--- src/rtl/fsm_proc_param.sv ---
// Parametrised stream processing controller.
// A start request in IDLE launches a word sequence that is walked one
// accepted word (in_valid=1) at a time. Processed words appear on a
// registered, valid-qualified output one cycle after acceptance. A stall
// in WAIT longer than WAIT_MAX cycles forces ERROR, and done_cnt counts
// completed transactions.
module fsm_proc_param #(
    parameter int unsigned    DW       = 8,
    parameter int unsigned    WAIT_MAX = 16,
    parameter logic [DW-1:0]  ERR_CODE = DW'(8'hEE),
    parameter int unsigned    CW       = 8
) (
    input  logic          clk,
    input  logic          rst,
    input  logic          start,
    input  logic          in_valid,
    input  logic [DW-1:0] data_in,
    output logic [DW-1:0] data_out,
    output logic          out_valid,
    output logic          done,
    output logic          error,
    output logic          busy,
    output logic [CW-1:0] done_cnt
);

    // wait_cnt only ever holds 0 .. WAIT_MAX-1
    localparam int unsigned WCW = (WAIT_MAX > 2) ? $clog2(WAIT_MAX) : 1;
    localparam logic [WCW-1:0] WAIT_LAST = WCW'(WAIT_MAX - 1);

    typedef enum logic [3:0] {
        S_IDLE  = 4'd0,
        S_START = 4'd1,
        S_READ  = 4'd2,
        S_PROC1 = 4'd3,
        S_PROC2 = 4'd4,
        S_PROC3 = 4'd5,
        S_WAIT  = 4'd6,
        S_DONE  = 4'd7,
        S_ERROR = 4'd8
    } state_e;

    state_e         state_q,     state_d;
    logic [DW-1:0]  data_out_q,  data_out_d;
    logic           out_valid_q, out_valid_d;
    logic           done_q,      done_d;
    logic [WCW-1:0] wait_cnt_q,  wait_cnt_d;
    logic [CW-1:0]  done_cnt_q,  done_cnt_d;

    // Next-state, output word and counter computation
    always_comb begin
        // NOTE: every signal written here gets a default first, so no path
        // leaves one unassigned and no latch is inferred.
        state_d     = state_q;
        data_out_d  = data_out_q;   // data_out holds while out_valid is low
        out_valid_d = 1'b0;
        done_d      = 1'b0;
        wait_cnt_d  = wait_cnt_q;
        done_cnt_d  = done_cnt_q;

        case (state_q)
            S_IDLE: begin
                if (start) state_d = S_START;
            end
            S_START: begin
                if (in_valid) state_d = data_in[0] ? S_READ : S_ERROR;
            end
            S_READ: begin
                if (in_valid) begin
                    data_out_d  = data_in;
                    out_valid_d = 1'b1;
                    if (data_in[3:1] == 3'b101) begin
                        state_d = S_PROC1;
                    end else begin
                        state_d    = S_WAIT;
                        wait_cnt_d = '0;
                    end
                end
            end
            S_PROC1: begin
                if (in_valid) begin
                    data_out_d  = data_in + DW'(1);
                    out_valid_d = 1'b1;
                    state_d     = S_PROC2;
                end
            end
            S_PROC2: begin
                if (in_valid) begin
                    data_out_d  = {data_in[DW-2:0], 1'b0};
                    out_valid_d = 1'b1;
                    if (data_in[DW-1]) begin
                        state_d = S_PROC3;
                    end else begin
                        state_d    = S_WAIT;
                        wait_cnt_d = '0;
                    end
                end
            end
            S_PROC3: begin
                if (in_valid) begin
                    data_out_d  = ~data_in;
                    out_valid_d = 1'b1;
                    state_d     = S_DONE;
                end
            end
            S_WAIT: begin
                // An exit word on the last allowed cycle beats the timeout
                if (in_valid && data_in[4]) begin
                    state_d = S_READ;
                end else if (wait_cnt_q == WAIT_LAST) begin
                    state_d = S_ERROR;
                end else begin
                    wait_cnt_d = wait_cnt_q + WCW'(1);
                end
            end
            S_DONE: begin
                if (in_valid) begin
                    data_out_d  = data_in;
                    out_valid_d = 1'b1;
                    done_d      = 1'b1;
                    done_cnt_d  = done_cnt_q + CW'(1);
                    state_d     = S_IDLE;
                end
            end
            S_ERROR: begin
                if (in_valid) begin
                    data_out_d  = ERR_CODE;
                    out_valid_d = 1'b1;
                    if (data_in[2:0] == 3'b111) state_d = S_IDLE;
                end
            end
            default: begin
                // Unreachable encodings recover to IDLE silently
                state_d = S_IDLE;
            end
        endcase
    end

    // State and output registers with synchronous reset
    always_ff @(posedge clk) begin
        // NOTE: sequential state uses non-blocking assignments so every
        // register samples pre-edge values regardless of statement order.
        if (rst) begin
            state_q     <= S_IDLE;
            data_out_q  <= '0;
            out_valid_q <= 1'b0;
            done_q      <= 1'b0;
            wait_cnt_q  <= '0;
            done_cnt_q  <= '0;
        end else begin
            state_q     <= state_d;
            data_out_q  <= data_out_d;
            out_valid_q <= out_valid_d;
            done_q      <= done_d;
            wait_cnt_q  <= wait_cnt_d;
            done_cnt_q  <= done_cnt_d;
        end
    end

    assign data_out  = data_out_q;
    assign out_valid = out_valid_q;
    assign done      = done_q;
    assign done_cnt  = done_cnt_q;
    assign error     = (state_q == S_ERROR);
    assign busy      = (state_q != S_IDLE);

endmodule

--- config.mk ---
export PLATFORM = sky130hd
export DESIGN_NAME = fsm_proc_param
export DESIGN_NICKNAME = d
export VERILOG_FILES = /design/src/rtl/fsm_proc_param.sv
export SDC_FILE = /design/constraint.sdc
export NUM_CORES = 1
export LEC_CHECK = 0
export ABC_AREA = 1
export BUFFER_PORTS_ARGS = -buffer_cell sky130_fd_sc_hd__buf_2
export CAP_MARGIN = 20
export CORE_MARGIN = 4
export CORE_UTILIZATION = 60
export CTS_BUF_LIST = sky130_fd_sc_hd__clkbuf_4 sky130_fd_sc_hd__clkbuf_8
export DETAILED_ROUTE_END_ITERATION = 8
export GPL_TIMING_DRIVEN = 0
export PLACE_DENSITY = 0.84
export SETUP_SLACK_MARGIN = 0.5
export SYNTH_ARGS = -nofsm -noshare
export SYNTH_HDL_FRONTEND = slang
export SYNTH_SLANG_ARGS = --single-unit
--- constraint.sdc ---
create_clock -name clk -period 3.9 [get_ports clk]
set_clock_uncertainty 0.05 [all_clocks]
set_input_delay 0.39 -clock clk [delete_from_list [all_inputs] [get_ports clk]]
set_output_delay 0.39 -clock clk [all_outputs]
set_load 0.01 [all_outputs]
==> qor.csv, run 1 <==
metric;value;unit
synth unique cells;26;
Clock Tree Root;clkbuf_4;
Clock Path Buffers;2;
share of power burned in registers;30.8;%
status;finished clean;
Internal;617;uW
PwrDens;553;nW/um2
final hold vios;0;
final-report max-slew violation count;0;
sw power;565;uW
Max Freq;526;MHz
Seq cells post-synth;26;
# hold bufs at CTS;0;
sw frac;47.8;%
first-pass GRT wire length;7.72;mm
final cell count without fillers;392;
initial antenna violation count;0;
Via density;5.17;
Slew Limit Headroom;69.1;%
Worst Setup End Kind;primary output;
Yosys top cell area share;27.3;%
Synth Instances;317;
Reg2Reg Setup Slack;2060;ps
FF/Latch Area;520;um2
top cells by area, synth;dfxtp_1 (27%), nand2_1 (16%), nor2_1 (11%), nand3_1 (10%), inv_1 (8.1%);
final core utilization;69.9;%
clk_lat worst skew;330;ps
clock share of power;11.8;%
Nets;365;
antenna cells;0;
htree depth;1;
WL/cell;11.1;um
dpl cells;388;
Reg2Reg Depth;7;
Die X;64.4;um
Detailed Route WL;4.37;mm
pin count of the biggest net entering global routing;15;
Finish-stage setup viols;0;
Worst Path Required;3460;ps
postcts setup bufs;0;
TritonCTS clock tree;built;
Worst Path Class, Setup;reg -> out;
I/O pin count;32;
HP Start;in_valid;
worst path arrival time;1460;ps
Worst VDD drop;0.000360;V
Initial Util;62.5;%
PortBufs;27;
period utilization;48.8;%
Reg-to-Reg End;data_out[1]$_SDFFE_PP0P_;
drt pass-1 iters;4;
die area;4150;um2
startpoint types;flip-flop;
unrepaired setup endpoints after global routing;false;
vias in the first global route;1805;
area grow syn2layout;11.9;%
multi-input combinational cell area;1180;um2
sequential area share after synthesis;27.3;%
CP Max Fanout;6;
hold endpoint;data_out[5]$_SDFFE_PP0P_;
Leakage;0.00111;uW
Mean Syn Cell Area;6.02;um2
DRC;0;
Global Route Usage Sum;23.1;%
syn_nets;333;
setup TNS;0;ps
Max-cap violations;0;
worst hold path stage count;4;
Die H;64.4;um
Initial DRC Count;143;
GP Congestion;0.918;
Post-CTS Resized;0;
Yosys warning count;0;
Comb power frac;57.4;%
DP Wirelength;3.40;mm
Fillers;294;
antenna violation net count after detailed routing;0;
Least-Margin Pin Slew;463;ps
Final min period;1900;ps
R2R Path Start;state_q[0]$_SDFFE_PP0P_;
clk slew on worst S/H paths;140;ps
share of cells above drive strength 1;15.8;%
Synth Cell Area;1910;um2
core area;3050;um2
CTS Buf Count;3;
# rows;20;
cell taking the most area after synthesis;dfxtp_1;
# clock sinks;26;
Hold Path Class;in -> reg;
Overflow after GRT;0;
via count;2028;
[cells by family after synthesis]
kind of cell	Yosys count	synth area share (%)
and+or+nand+nor	206	50.2
xor gates and xnor gates	4	1.84
adders and majority gates	4	2.62
AOI/OAI and AO/OA	27	7.21
buffers and inverters	50	10.8
DFF	26	27.3
[flip-flops by register name, summed over array words and instances, names as in the netlist]
signal,count
done,1
out_valid,1
state_q,4
done_cnt,8
data_out,8
wait_cnt_q,4
[worst max path at each step]
stage               slack, ps                  endpoint                    start  cells after the start
floorplan                2420   state_q[1]$_SDFFE_PP0P_  state_q[0]$_SDFFE_PP0P_                     10
global placement         2190  data_out[1]$_SDFFE_PP0P_  state_q[0]$_SDFFE_PP0P_                      7
detailed placement       2160  data_out[4]$_SDFFE_PP0P_  state_q[0]$_SDFFE_PP0P_                      7
CTS                      1990                     error  state_q[0]$_SDFFE_PP0P_                      4
global route             1890                     error  state_q[0]$_SDFFE_PP0P_                      4
finish                   2000                     error  state_q[0]$_SDFFE_PP0P_                      4
[synthesized netlist by cell type (all sizes together)]
master	count
a21oi	13
xor2	2
nor3	4
nand3b	2
nand2	90
o211ai	1
dfxtp	26
xnor2	2
nand3	42
nor2	65
buf	4
ha	4
clkbuf	3
nand4	3
o21ai	13
inv	43
[through the flow]
step                area (um2)  total power [uW]  setup slack (ps)  hold slack (ps)
detailed placement        2100              1040              2160              436
global placement          2100              1030              2190              428
floorplan                 1910               883              2420              416
global route              2130              1300              1890              391
CTS                       2130              1180              1990              387
finish                    2130              1180              2000              394
[critical path: stages, from the launching register on]
cell	delay, ps
dfxtp_1	390
inv_1	130
nand2_1	110
nor2_1	310
buf_2	200
[cell usage in the layout, fill, tap and decap left out, drive strengths merged]
| cell | Yosys | final |
|---|---|---|
| nand2 | 90 | 90 |
| nor2 | 65 | 65 |
| inv | 43 | 43 |
| nand3 | 42 | 42 |
| buf | 4 | 31 |
| dfxtp | 26 | 26 |
| a21oi | 13 | 13 |
| o21ai | 13 | 13 |
| clkbuf | 3 | 7 |
| nor3 | 4 | 4 |
| ha | 4 | 4 |
| nand4 | 3 | 3 |
| xor2 | 2 | 2 |
| nand3b | 2 | 2 |
| xnor2 | 2 | 2 |
| o211ai | 1 | 1 |
[layer usage]
layer	routed length (um)	global-route usage [%]	vias to the layer above
met5	0	0	-
met4	73	7.92	0
met3	341	2.64	8
met2	1940	37.2	86
met1	2010	31.8	877
li1	-	-	1057
[layout make-up]
class | count | share of cell area [%]
Buffer | 7 | 2.11
Timing Repair Buffer | 27 | 6.33
Clock buffer | 4 | 1.70
Sequential cell | 26 | 24.4
Tap cell | 44 | 2.58
Multi-Input combinational cell | 241 | 55.3
Inverter | 43 | 7.56
[power groups by stage]
stage                     clock network, uW  logic [uW]  registers (uW)
after floorplan                           0         499             385
after global placement                    0         660             368
after detailed placement                  0         670             370
after CTS                               143         672             364
after global routing                    155         772             373
final                                   139         678             364
No activity file was read; power rests on OpenSTA's default activity.
==> run 2, diff against run 1 <==
- ABC_AREA: 1 -> 0
- CORE_UTILIZATION: 60 -> 58
- PLACE_DENSITY: 0.84 -> 0.82
- clock period: 3.9 -> 1.96 ns (I/O delays scaled with it)
==> run 2 against run 1 <==
Compared with the run above: worst setup slack lost 1900 ps; synthesized cell count shrank 24%; hold slack lost 260 ps; sequential share of layout area shrank 4.0 points; count of clock-buffer cells in the layout shrank 1; combinational power grew 23%; die area grew 3.3%; non-clock buffer count grew 37; flip-flop and latch count is the same; global-route usage grew 5.5 points; critical endpoint is now wait_cnt_q[3]$_SDFFE_PP0P_; highest routed layer unchanged.
==> qor.csv, run 2 <==
metric;value;unit;change
status;finished clean;;unchanged
CP Max Fanout;5;;was 6
fraction of registers with async set/reset;0;%;unchanged
pin count of the biggest net entering global routing;16;;was 15
Clock Tree Root;clkbuf_4;;unchanged
vias in the first global route;2011;;was 1,805
Clock Path Buffers;2;;unchanged
Worst Path Class, Setup;reg -> reg;;was reg -> out
Worst VDD drop;0.000485;V;was 0.000360 V
Fillers;181;;was 294
clk slew on worst S/H paths;140;ps;about the same
dpl cells;314;;was 388
antenna violation net count after detailed routing;0;;unchanged
top_reg_cell synth;dfxtp_1;;unchanged
Design Power;1790;uW;was 1180 uW
initial antenna violation count;0;;unchanged
Initial DRC Count;118;;was 143
Leakage;0.00103;uW;was 0.00111 uW
core area;3100;um2;was 3050 um2
Yosys top cell area share;27.2;%;was 27.3%
DRC;0;;unchanged
# hold bufs at CTS;0;;unchanged
WL/cell;17.9;um;was 11.1 um
antenna cells;0;;unchanged
Slew Limit Headroom;61.6;%;was 69.1%
syn_nets;257;;was 333
htree depth;1;;unchanged
EDFF count, synth;0;;unchanged
share of cells above drive strength 1;38.9;%;was 15.8%
area grow syn2layout;38.8;%;was 11.9%
Max Freq;545;MHz;
Initial Util;61.7;%;was 62.5%
Seq cells post-synth;26;;unchanged
# clock sinks;26;;unchanged
worst path arrival time;2050;ps;was 1460 ps
multi-input combinational cell area;1460;um2;was 1180 um2
setup TNS;0;ps;unchanged
final-report max-slew violation count;0;;unchanged
sequential area share after synthesis;27.2;%;was 27.3%
I/O pin count;32;;unchanged
commonest non-fill, non-tap cell in the layout;buf_2;;was nand2_1
final hold vios;0;;unchanged
via count;2167;;was 2,028
FF/Latch Area;541;um2;was 520 um2
final core utilization;85.6;%;was 69.9%
Worst Setup End Kind;flip-flop;;was primary output
Synth Cell Area;1910;um2;about the same
CTS Buf Count;3;;unchanged
DP Wirelength;3.80;mm;was 3.40 mm
Yosys warning count;0;;unchanged
library cell with the highest instance count after synthesis;dfxtp_1;;was nand2_1
unrepaired setup endpoints after global routing;true;;was false
Die X;65.4;um;was 64.4 um
period utilization;93.6;%;
top cells by count, synth;dfxtp_1 (26), nor2_1 (22), a21oi_1 (16), o21ai_0 (16), nand2_1 (14);;was nand2_1 (81), nor2_1 (58), inv_1 (41)
first-pass GRT wire length;9.56;mm;was 7.72 mm
HP Start;in_valid;;unchanged
synth unique cells;61;;was 26
Via density;6.34;;was 5.17
Nets;315;;was 365
R2R Path Start;state_q[1]$_SDFFE_PP0P_;;was state_q[0]$_SDFFE_PP0P_
most frequent cells in the layout;buf_2 (28), nor2_1 (20), dfxtp_1 (20);;was nand2_1 (81), nor2_1 (58), inv_1 (41)
startpoint types;flip-flop;;unchanged
Non-Filler Cell Area, Final;2660;um2;was 2130 um2
# rows;20;;unchanged
PwrDens;675;nW/um2;was 553 nW/um2
Global Route Usage Sum;28.6;%;was 23.1%
placed cell areas;2170;um2;was 2100 um2
Overflow after GRT;0;;unchanged
drt pass-1 iters;5;;was 4
Max-cap violations;0;;unchanged
Hold Path Class;in -> reg;;unchanged
clk_lat worst skew;330;ps;about the same
top cells by area, synth;dfxtp_1 (27%), xor2_1 (5.0%), nor2_1 (4.3%), a21oi_1 (4.2%), o21ai_0 (4.2%);;was dfxtp_1 (27%), nand2_1 (16%), nor2_1 (11%), nand3_1 (10%), inv_1 (8.1%)
TritonCTS clock tree;built;;unchanged
Final min period;1830;ps;
Worst Path Required;2180;ps;was 3460 ps
Finish-stage setup viols;0;;unchanged
Detailed Route WL;6.14;mm;was 4.37 mm
cell taking the most area after synthesis;dfxtp_1;;unchanged
final cell count without fillers;342;;was 392
die area;4280;um2;was 4150 um2
PortBufs;29;;was 27
Die H;65.4;um;was 64.4 um
crit path from;state_q[1]$_SDFFE_PP0P_;;was state_q[0]$_SDFFE_PP0P_
Synth Instances;241;;was 317
Mean Syn Cell Area;7.94;um2;was 6.02 um2
GP Congestion;0.986;;was 0.918
Least-Margin Pin Slew;576;ps;was 463 ps
run 2: area by class of cell:
cell class                 instances  area share [%]
tap                               44            2.07
clock inverter                     1            1.13
clock buffer                       3           0.848
timing repair buffer              53            13.7
sequential                        26            20.3
buffer                            18            5.75
multi-input combinational        189            55.0
inverter                           8            1.22
run 2: timing repair:
item	in CTS	in global routing
hold endpoints to repair	0	0
buffers inserted	17	7
pin swaps	15	9
gates resized for setup	40	31
setup endpoints to repair	27	28
run 2: metrics by stage:
| stage | hold WS, ps | setup slack (ps) |
|---|---|---|
| global placement | 428 | 58.9 |
| finish | 135 | 126 |
| detailed placement | 423 | 61.2 |
| floorplan | 284 | 245 |
| global route | 131 | 49.4 |
| CTS | 116 | 185 |
run 2: cell families after synthesis:
group                      after synthesis  synth area share [%]
and+or+nand+nor                         90                  26.3
AOI/OAI and AO/OA                       72                  26.6
buffers and inverters                   26                  5.76
DFF                                     26                  27.2
xor gates and xnor gates                19                  8.70
adders and majority gates                5                  3.14
muxes                                    3                  2.29
run 2: layer usage:
metal,up-vias,wire (um),GRT usage [%]
li1,1002,-,-
met1,1027,2510,37.7
met4,0,116,9.84
met3,17,536,4.96
met2,121,2970,47.0
met5,-,0,0
run 2: worst paths after layout:
path | to | slack (ps) | cells past startpoint
setup / recovery | wait_cnt_q[3]$_SDFFE_PP0P_ | 130 | 5
hold / removal | out_valid$_SDFF_PP0_ | 130 | 3
setup reg to reg | wait_cnt_q[3]$_SDFFE_PP0P_ | 130 | 5
hold reg to reg | data_out[1]$_SDFFE_PP0P_ | 440 | 2
run 2: critical path, cell delays in order (launching register included):
cell and delay [ps]:
dfxtp_4 390, nand2b_4 150, a2111oi_4 410, o21ai_2 100, or4b_1 510, a21oi_2 150
run 2: power by group:
part | total [uW] | internal, uW | leakage [uW] | switching, uW
clock | 371 | 207 | 0.0000279 | 164
combinational | 835 | 374 | 0.000786 | 461
sequential | 586 | 561 | 0.000214 | 25.1
